### config.mk
export PLATFORM = sky130hd
export DESIGN_NAME = dm_slave_arbiter_flat
export DESIGN_NICKNAME = d
export VERILOG_FILES = /design/src/rtl/dm_slave_arbiter_pkg.sv /design/src/rtl/dm_slave_arbiter_if.sv /design/src/rtl/dm_slave_arbiter_resp_pipe.sv /design/src/rtl/dm_slave_arbiter.sv /design/src/flat_wrapper.sv
export SDC_FILE = /design/constraint.sdc
export NUM_CORES = 1
export LEC_CHECK = 0
export ABC_CLOCK_PERIOD_IN_PS = 3600
export CAP_MARGIN = 20
export CELL_PAD_IN_SITES_DETAIL_PLACEMENT = 2
export CELL_PAD_IN_SITES_GLOBAL_PLACEMENT = 2
export CORE_MARGIN = 2
export CORE_UTILIZATION = 10
export CTS_CLUSTER_DIAMETER = 40
export DETAILED_ROUTE_END_ITERATION = 10
export PLACE_DENSITY = 0.95
export SLEW_MARGIN = 20
export SYNTH_ARGS = -nofsm -noshare
export SYNTH_HDL_FRONTEND = slang
export SYNTH_HIERARCHICAL = 1
export SYNTH_SLANG_ARGS = --single-unit
### constraint.sdc
create_clock -name clk -period 3.6 [get_ports clk]
set_input_delay 0.9 -clock clk [delete_from_list [all_inputs] [get_ports clk]]
set_output_delay 0.9 -clock clk [all_outputs]
set_load 0.05 [all_outputs]
### src/rtl/dm_slave_arbiter_pkg.sv
// Shared types for the debug-module slave-port arbiter.
// Host ids, owner-pipe entry layout and latency limit.
package dm_arb_pkg;

    typedef enum logic {
        HOST_CORE = 1'b0,
        HOST_DBG  = 1'b1
    } host_e;

    typedef struct packed {
        logic  valid;
        host_e owner;
    } owner_ent_t;

    localparam int OWNER_ENT_W       = $bits(owner_ent_t);
    localparam int MAX_SLAVE_LATENCY = 4;

    function automatic host_e other_host(host_e h);
        return (h == HOST_CORE) ? HOST_DBG : HOST_CORE;
    endfunction

endpackage

### src/rtl/dm_slave_arbiter_if.sv
// Bus bundle between the two hosts, the arbiter and the dm slave port.
// Modports: slave = arbiter side, master = hosts + slave memory side.
interface dm_slave_arbiter_if #(
    parameter int XLEN = 32
);
    // host 0: core device bus
    logic              h0_req_i;
    logic [XLEN-1:0]   h0_addr_i;
    logic              h0_we_i;
    logic [XLEN/8-1:0] h0_be_i;
    logic [XLEN-1:0]   h0_wdata_i;
    logic              h0_gnt_o;
    logic              h0_rvalid_o;
    logic [XLEN-1:0]   h0_rdata_o;
    // host 1: debug instruction fetch
    logic              h1_req_i;
    logic [XLEN-1:0]   h1_addr_i;
    logic              h1_gnt_o;
    logic              h1_rvalid_o;
    logic [XLEN-1:0]   h1_rdata_o;
    // slave memory port
    logic              s_req_o;
    logic              s_we_o;
    logic [XLEN-1:0]   s_addr_o;
    logic [XLEN/8-1:0] s_be_o;
    logic [XLEN-1:0]   s_wdata_o;
    logic [XLEN-1:0]   s_rdata_i;

    modport slave (
        input  h0_req_i, h0_addr_i, h0_we_i, h0_be_i, h0_wdata_i,
        output h0_gnt_o, h0_rvalid_o, h0_rdata_o,
        input  h1_req_i, h1_addr_i,
        output h1_gnt_o, h1_rvalid_o, h1_rdata_o,
        output s_req_o, s_we_o, s_addr_o, s_be_o, s_wdata_o,
        input  s_rdata_i
    );

    modport master (
        output h0_req_i, h0_addr_i, h0_we_i, h0_be_i, h0_wdata_i,
        input  h0_gnt_o, h0_rvalid_o, h0_rdata_o,
        output h1_req_i, h1_addr_i,
        input  h1_gnt_o, h1_rvalid_o, h1_rdata_o,
        input  s_req_o, s_we_o, s_addr_o, s_be_o, s_wdata_o,
        output s_rdata_i
    );

endinterface

### src/rtl/dm_slave_arbiter_resp_pipe.sv
// Owner shift register: one {valid, owner} entry per cycle, DEPTH deep.
// Ports: clk, rst_ni (async clear), i_push/i_owner in, o_head_* out.
module dm_arb_resp_pipe
    import dm_arb_pkg::*;
#(
    parameter int DEPTH = 1
) (
    input  logic  clk,
    input  logic  rst_ni,
    input  logic  i_push,
    input  host_e i_owner,
    output logic  o_head_valid,
    output host_e o_head_owner
);

    owner_ent_t r_pipe [DEPTH];

    // Reset drops every in-flight entry, so no late rvalid can escape.
    always_ff @(posedge clk or negedge rst_ni) begin
        if (!rst_ni) begin
            for (int i = 0; i < DEPTH; i++) begin
                r_pipe[i] <= '0;
            end
        end else begin
            r_pipe[0] <= '{valid: i_push, owner: i_owner};
            for (int i = 1; i < DEPTH; i++) begin
                r_pipe[i] <= r_pipe[i-1];
            end
        end
    end

    assign o_head_valid = r_pipe[DEPTH-1].valid;
    assign o_head_owner = r_pipe[DEPTH-1].owner;

endmodule

### src/rtl/dm_slave_arbiter.sv
// Two-host arbiter for the debug module slave port (core bus + dbg fetch).
// Ports: clk, rst_ni, bus (dm_slave_arbiter_if.slave).
// Build option DM_ARB_RR_EN: round-robin on contention, else host 0 first.
// SLAVE_LATENCY (1..MAX_SLAVE_LATENCY) is the slave's fixed read latency.
module dm_slave_arbiter
    import dm_arb_pkg::*;
#(
    parameter int XLEN          = 32,
    parameter int SLAVE_LATENCY = 1
) (
    input  logic                clk,
    input  logic                rst_ni,
    dm_slave_arbiter_if.slave   bus
);

    localparam int BE_W = XLEN / 8;

    logic  w_any_req;
    host_e w_sel;
    host_e w_contend_winner;
    logic  w_head_valid;
    host_e w_head_owner;

`ifdef DM_ARB_RR_EN
    // Points at the host favoured on the next contention.
    host_e r_rr_ptr;

    always_ff @(posedge clk or negedge rst_ni) begin
        if (!rst_ni) begin
            r_rr_ptr <= HOST_CORE;
        end else if (w_any_req) begin
            r_rr_ptr <= other_host(w_sel);
        end
    end

    assign w_contend_winner = r_rr_ptr;
`else
    assign w_contend_winner = HOST_CORE;
`endif

    // Gated by rst_ni so nothing is granted while reset is held.
    always_comb begin
        w_any_req = rst_ni & (bus.h0_req_i | bus.h1_req_i);
        w_sel     = HOST_CORE;
        if (bus.h0_req_i && bus.h1_req_i) begin
            w_sel = w_contend_winner;
        end else if (bus.h1_req_i) begin
            w_sel = HOST_DBG;
        end
    end

    always_comb begin
        bus.h0_gnt_o  = 1'b0;
        bus.h1_gnt_o  = 1'b0;
        bus.s_req_o   = 1'b0;
        bus.s_we_o    = 1'b0;
        bus.s_addr_o  = '0;
        bus.s_be_o    = '0;
        bus.s_wdata_o = '0;
        if (w_any_req) begin
            bus.s_req_o = 1'b1;
            unique case (w_sel)
                HOST_CORE: begin
                    bus.h0_gnt_o  = 1'b1;
                    bus.s_we_o    = bus.h0_we_i;
                    bus.s_addr_o  = bus.h0_addr_i;
                    bus.s_be_o    = bus.h0_be_i;
                    bus.s_wdata_o = bus.h0_wdata_i;
                end
                HOST_DBG: begin
                    // Fetch path is read-only, full word.
                    bus.h1_gnt_o  = 1'b1;
                    bus.s_addr_o  = bus.h1_addr_i;
                    bus.s_be_o    = {BE_W{1'b1}};
                end
                default: ;
            endcase
        end
    end

    dm_arb_resp_pipe #(
        .DEPTH (SLAVE_LATENCY)
    ) u_resp_pipe (
        .clk          (clk),
        .rst_ni       (rst_ni),
        .i_push       (w_any_req),
        .i_owner      (w_sel),
        .o_head_valid (w_head_valid),
        .o_head_owner (w_head_owner)
    );

    assign bus.h0_rvalid_o = w_head_valid & (w_head_owner == HOST_CORE);
    assign bus.h1_rvalid_o = w_head_valid & (w_head_owner == HOST_DBG);
    assign bus.h0_rdata_o  = bus.h0_rvalid_o ? bus.s_rdata_i : '0;
    assign bus.h1_rdata_o  = bus.h1_rvalid_o ? bus.s_rdata_i : '0;

endmodule

### src/flat_wrapper.sv
// flat-port wrapper written by rule: the top's interface ports become plain ports
module dm_slave_arbiter_flat import dm_arb_pkg::*;
#(
    parameter int XLEN          = 32,
    parameter int SLAVE_LATENCY = 1
)
  (clk, rst_ni, bus_h0_req_i, bus_h0_addr_i, bus_h0_we_i, bus_h0_be_i, bus_h0_wdata_i, bus_h0_gnt_o, bus_h0_rvalid_o, bus_h0_rdata_o, bus_h1_req_i, bus_h1_addr_i, bus_h1_gnt_o, bus_h1_rvalid_o, bus_h1_rdata_o, bus_s_req_o, bus_s_we_o, bus_s_addr_o, bus_s_be_o, bus_s_wdata_o, bus_s_rdata_i);
  dm_slave_arbiter_if #(.XLEN(XLEN)) bus_i ();
  input  logic clk;
  input  logic rst_ni;
  input wire logic [$bits(bus_i.h0_req_i)-1:0] bus_h0_req_i;
  input wire logic [$bits(bus_i.h0_addr_i)-1:0] bus_h0_addr_i;
  input wire logic [$bits(bus_i.h0_we_i)-1:0] bus_h0_we_i;
  input wire logic [$bits(bus_i.h0_be_i)-1:0] bus_h0_be_i;
  input wire logic [$bits(bus_i.h0_wdata_i)-1:0] bus_h0_wdata_i;
  output wire logic [$bits(bus_i.h0_gnt_o)-1:0] bus_h0_gnt_o;
  output wire logic [$bits(bus_i.h0_rvalid_o)-1:0] bus_h0_rvalid_o;
  output wire logic [$bits(bus_i.h0_rdata_o)-1:0] bus_h0_rdata_o;
  input wire logic [$bits(bus_i.h1_req_i)-1:0] bus_h1_req_i;
  input wire logic [$bits(bus_i.h1_addr_i)-1:0] bus_h1_addr_i;
  output wire logic [$bits(bus_i.h1_gnt_o)-1:0] bus_h1_gnt_o;
  output wire logic [$bits(bus_i.h1_rvalid_o)-1:0] bus_h1_rvalid_o;
  output wire logic [$bits(bus_i.h1_rdata_o)-1:0] bus_h1_rdata_o;
  output wire logic [$bits(bus_i.s_req_o)-1:0] bus_s_req_o;
  output wire logic [$bits(bus_i.s_we_o)-1:0] bus_s_we_o;
  output wire logic [$bits(bus_i.s_addr_o)-1:0] bus_s_addr_o;
  output wire logic [$bits(bus_i.s_be_o)-1:0] bus_s_be_o;
  output wire logic [$bits(bus_i.s_wdata_o)-1:0] bus_s_wdata_o;
  input wire logic [$bits(bus_i.s_rdata_i)-1:0] bus_s_rdata_i;
  assign bus_i.h0_req_i = bus_h0_req_i;
  assign bus_i.h0_addr_i = bus_h0_addr_i;
  assign bus_i.h0_we_i = bus_h0_we_i;
  assign bus_i.h0_be_i = bus_h0_be_i;
  assign bus_i.h0_wdata_i = bus_h0_wdata_i;
  assign bus_h0_gnt_o = bus_i.h0_gnt_o;
  assign bus_h0_rvalid_o = bus_i.h0_rvalid_o;
  assign bus_h0_rdata_o = bus_i.h0_rdata_o;
  assign bus_i.h1_req_i = bus_h1_req_i;
  assign bus_i.h1_addr_i = bus_h1_addr_i;
  assign bus_h1_gnt_o = bus_i.h1_gnt_o;
  assign bus_h1_rvalid_o = bus_i.h1_rvalid_o;
  assign bus_h1_rdata_o = bus_i.h1_rdata_o;
  assign bus_s_req_o = bus_i.s_req_o;
  assign bus_s_we_o = bus_i.s_we_o;
  assign bus_s_addr_o = bus_i.s_addr_o;
  assign bus_s_be_o = bus_i.s_be_o;
  assign bus_s_wdata_o = bus_i.s_wdata_o;
  assign bus_i.s_rdata_i = bus_s_rdata_i;
  dm_slave_arbiter #(.XLEN(XLEN), .SLAVE_LATENCY(SLAVE_LATENCY)) u_core (.clk(clk), .rst_ni(rst_ni), .bus(bus_i));
endmodule
Word-level counts from Yosys, hierarchy flattened

Cells that the tools add are included.

Muxes and demuxes: 17
Bitwise logic cells: 6
Reduce and logical (&&, ||, !) cells: 1

Operators by type and width:

| kind              | count |
|---|---|
| $mux 32           | 5 |
| $pmux 32 s2       | 1 |
| $mux 1            | 9 |
| $pmux 4 s2        | 1 |
| $mux 4            | 1 |
| $and 1x1->1       | 3 |
| $not 1->1         | 2 |
| $logic_and 1x1->1 | 1 |
| $or 1x1->1        | 1 |

Register bits: 2
Input port bits: 137
Output and inout bits: 138
Logic and storage cells: 26

Logic depth before layout (Yosys ltp)

Depth after elaboration: 5
Mapped depth: 5
Mapped depth without buffers: 3

By module

The synthesis kept the hierarchy.

By module, submodules not included:

| module           | times used | cells an instance | area each (sq um) | sequential area each (sq um) |
|---|---|---|---|---|
| dm_slave_arbiter | 1          | 240               | 1432.6            | 0.0 |
| dm_arb_resp_pipe | 1          | 2                 | 50.0              | 50.0 |

Least setup slack after synthesis

No wires, ideal clock.

Path type: input to output
Start: input port bus_h0_req_i
End: output port bus_s_addr_o[0]
Arrival time: 2.372 ns
Data required time: 2.700 ns
Slack: 0.328 ns
Stages: 4
Buffers on the path: 2
Cells stage by stage: buf_6 nand2b_4 buf_6 o21ai_0

Cells in the longest elaborated chain, start to end: 5
Elaborated cells between the ends (all ways): 7
Those cells by class: 3 x mux; 3 x bitwise; 1 x reduce/logical

Ends and longest elaborated chain:

| item              | RTL line               | text |
|---|---|---|
| start, declared   | flat_wrapper.sv:11     | `input wire logic [$bits(bus_i.h0_req_i)-1:0] bus_h0_req_i;` |
| $logic_and 1x1->1 | dm_slave_arbiter.sv:45 | `if (bus.h0_req_i && bus.h1_req_i) begin` |
| $mux 1            | dm_slave_arbiter.sv:45 |  |
| $not 1->1         | dm_slave_arbiter.sv:62 | `unique case (w_sel)` |
| $pmux 32 s2       | dm_slave_arbiter.sv:62 |  |
| $mux 32 *         | dm_slave_arbiter.sv:60 | `if (w_any_req) begin` |
| end, declared     | flat_wrapper.sv:26     | `output wire logic [$bits(bus_i.s_addr_o)-1:0] bus_s_addr_o;` |

Mark *: on every way between the ends. The rest lies on a longest branch, timed or not.

Final worst setup path

Start: input port bus_h1_req_i
End: output port bus_s_addr_o[3]

Cells in the longest elaborated chain, start to end: 5
Elaborated cells between the ends (all ways): 8
Those cells by class: 4 x mux; 3 x bitwise; 1 x reduce/logical

Ends and longest elaborated chain:

| item                                               | RTL line                                       | text |
|---|---|---|
| start, declared                                    | flat_wrapper.sv:19                             | `input wire logic [$bits(bus_i.h1_req_i)-1:0] bus_h1_req_i;` |
| $mux 1 / $logic_and 1x1->1 (equally long branches) | dm_slave_arbiter.sv:47, dm_slave_arbiter.sv:45 |  |
| $mux 1                                             | dm_slave_arbiter.sv:45                         |  |
| $not 1->1                                          | dm_slave_arbiter.sv:62                         |  |
| $pmux 32 s2                                        | dm_slave_arbiter.sv:62                         |  |
| $mux 32 *                                          | dm_slave_arbiter.sv:60                         |  |

Marks and branches as above.

==> results <==
==> sequential cells by signal, indices dropped and copies added, names as in the netlist <==
register and count:
u_core/u_resp_pipe/o_head_valid 1, u_core/u_resp_pipe/o_head_owner 1
==> how the worst min path moves through the flow <==
stage                                       to  depth (start not counted)
2_1_floorplan  u_core/u_resp_pipe/o_head_owner                          0
3_3_place_gp   u_core/u_resp_pipe/o_head_owner                          2
3_5_place_dp   u_core/u_resp_pipe/o_head_valid                          2
4_1_cts        u_core/u_resp_pipe/o_head_valid                          2
5_1_grt        u_core/u_resp_pipe/o_head_owner                          2
6_report       u_core/u_resp_pipe/o_head_valid                          2
==> kinds of logic after synthesis <==
kind of cell / after synthesis / share of synthesized area [%]
compound gates: 37 / 20.9
flops: 2 / 3.38
buf+inv: 33 / 11.7
simple gates: 170 / 64.0
==> Yosys cell counts, drive strengths merged <==
cell type and count:
a21boi 4, and2 35, and3 65, buf 13
clkbuf 19, dfrtp 2, inv 1, nand2 36
nand2b 1, nand3 32, nor2b 1, o21a 1
o21ai 32
==> worst max-delay path, cell delays in order <==
cell and delay [ps]:
clkdlybuf4s50_1 540, nand2b_4 280, o21ai_0 490, buf_12 200
==> per-stage QoR <==
stage	cells	setup WS [ps]	util, %
6_report	680	259	32.8
5_1_grt	680	161	32.8
4_1_cts	680	240	32.8
3_5_place_dp	677	239	32.3
3_3_place_gp	677	334	32.3
2_1_floorplan	242	328	-
==> power by group <==
part           leakage, uW  total, uW  internal [uW]  switching, uW
combinational      0.00211        747            340            408
clock            0.0000370        170            142           28.0
sequential       0.0000252       25.0           24.0           1.06
total              0.00217        942            505            437
==> per-layer routing <==
layer / global-route usage, % / share of wire, %
met5: 0 / 0
met4: 2.00 / 0.66
met3: 3.19 / 7.8
met2: 30.7 / 57
met1: 15.6 / 35
==> final cells by class <==
type / instances / area (um^2)
Timing Repair Buffer: 283 / 3160
Clock buffer: 3 / 75.1
Tap cell: 184 / 230
Sequential cell: 2 / 50.0
Fill cell: 1641 / 9760
Multi-Input combinational cell: 207 / 1260
Inverter: 1 / 3.75
==> flow_metrics.tcl <==
set metrics [dict create \
    path_class "input port to primary output" \
    synth.top_cell.area_share_pct 27.4 \
    postCtsSetupRepairBufs 0 \
    overflow 0 \
    grt_pass1_wl_um 19000 \
    areaGrowthSynthToFinish_pct 222 \
    placed_area_um2 4700 \
    vias 2878 \
    synth-seq-cells 2 \
    fp-row-count 44 \
    drive_gt1_share_pct 29.0 \
    syn_inst 242 \
    syn_area_um2 1480 \
    layout.cells.most_common_list "clkdlybuf4s50_1, and3_1, buf_4" \
    min_path_type "input port to async pin" \
    fin_nets 635 \
    grt_max_degree 72 \
    setup-violations-final 0 \
    avgSynthCellArea_um2 6.13 \
    coreArea_um2 14500 \
    rsz0062_at_grt "false" \
    htreeDepth 1 \
    fp.dieArea_um2 15800 \
    io_buffers 274 \
    vdd_drop_max_mv 0.110 \
    status "completed" \
    fin_area_um2 4770 \
    synth-seq-area-share_pct 3.38 \
    crit_path_start "bus_h1_req_i" \
    total_power_uw 942 \
    cts_buffers 3 \
    drcViolationCount 0 \
    avgRoutedWirePerCell_um 17.9 \
    crit_path_end_kind "primary output" \
    antenna_cells 0 \
    die_w_um 126 \
    synth_warnings 6 \
    synth_top_area_cell "and3_1" \
    synth_fp_nets 379 \
    fmax_mhz 299 \
    die_h_um 126 \
    clk_pin_slew_ps 30 \
    gp_congestion 0.776 \
    drtIter0Drc 71 \
    path_max_fanout 29 \
    drtPass1Iterations 3 \
    ant_nets 0 \
    layout_commonest_cell "clkdlybuf4s50_1" \
    setup_tns_ps 0 \
    hold_viol_final 0 \
    grt_pass1_vias 3286 \
    cts_root_buf "clkbuf_16" \
    period_share_pct 92.8 \
    cellLeakagePower_uw 0.00217 \
    postCtsHoldBufs 0 \
    power-per-cell-area_nw_per_um2 197 \
    routed_wl_um 12200 \
    maxSlewViolCount 0 \
    whs_ps 989 \
    start_kind "input port" \
    tightest_slew_ps 609 \
    grt_usage_pct 14.9 \
    antenna_found_initial 0 \
    clock-sinks 2 \
    post-dp-hpwl_um 10200 \
    crit_end "bus_s_addr_o[3]" \
    initial_core_util_pct 10.2 \
    cts_tree "yes" \
    clk_path_buf_depth 2 \
    synth.distinct_cells 16 \
    synthTopCellsByArea "and3_1, o21ai_2, and2_1, nand3_1, nand2_1" \
    post_cts_resized 0 \
    cap_violations 0 \
    viasPerCell 4.23 \
    ios 275 \
    critPathRequiredTime_ps 2700 \
    maxSlewHeadroom_pct 59.3 \
    cp.arrival_ps 2440 \
    finalCriticalPeriod_ps 3340 \
]
(Power assumes the default switching activity.)
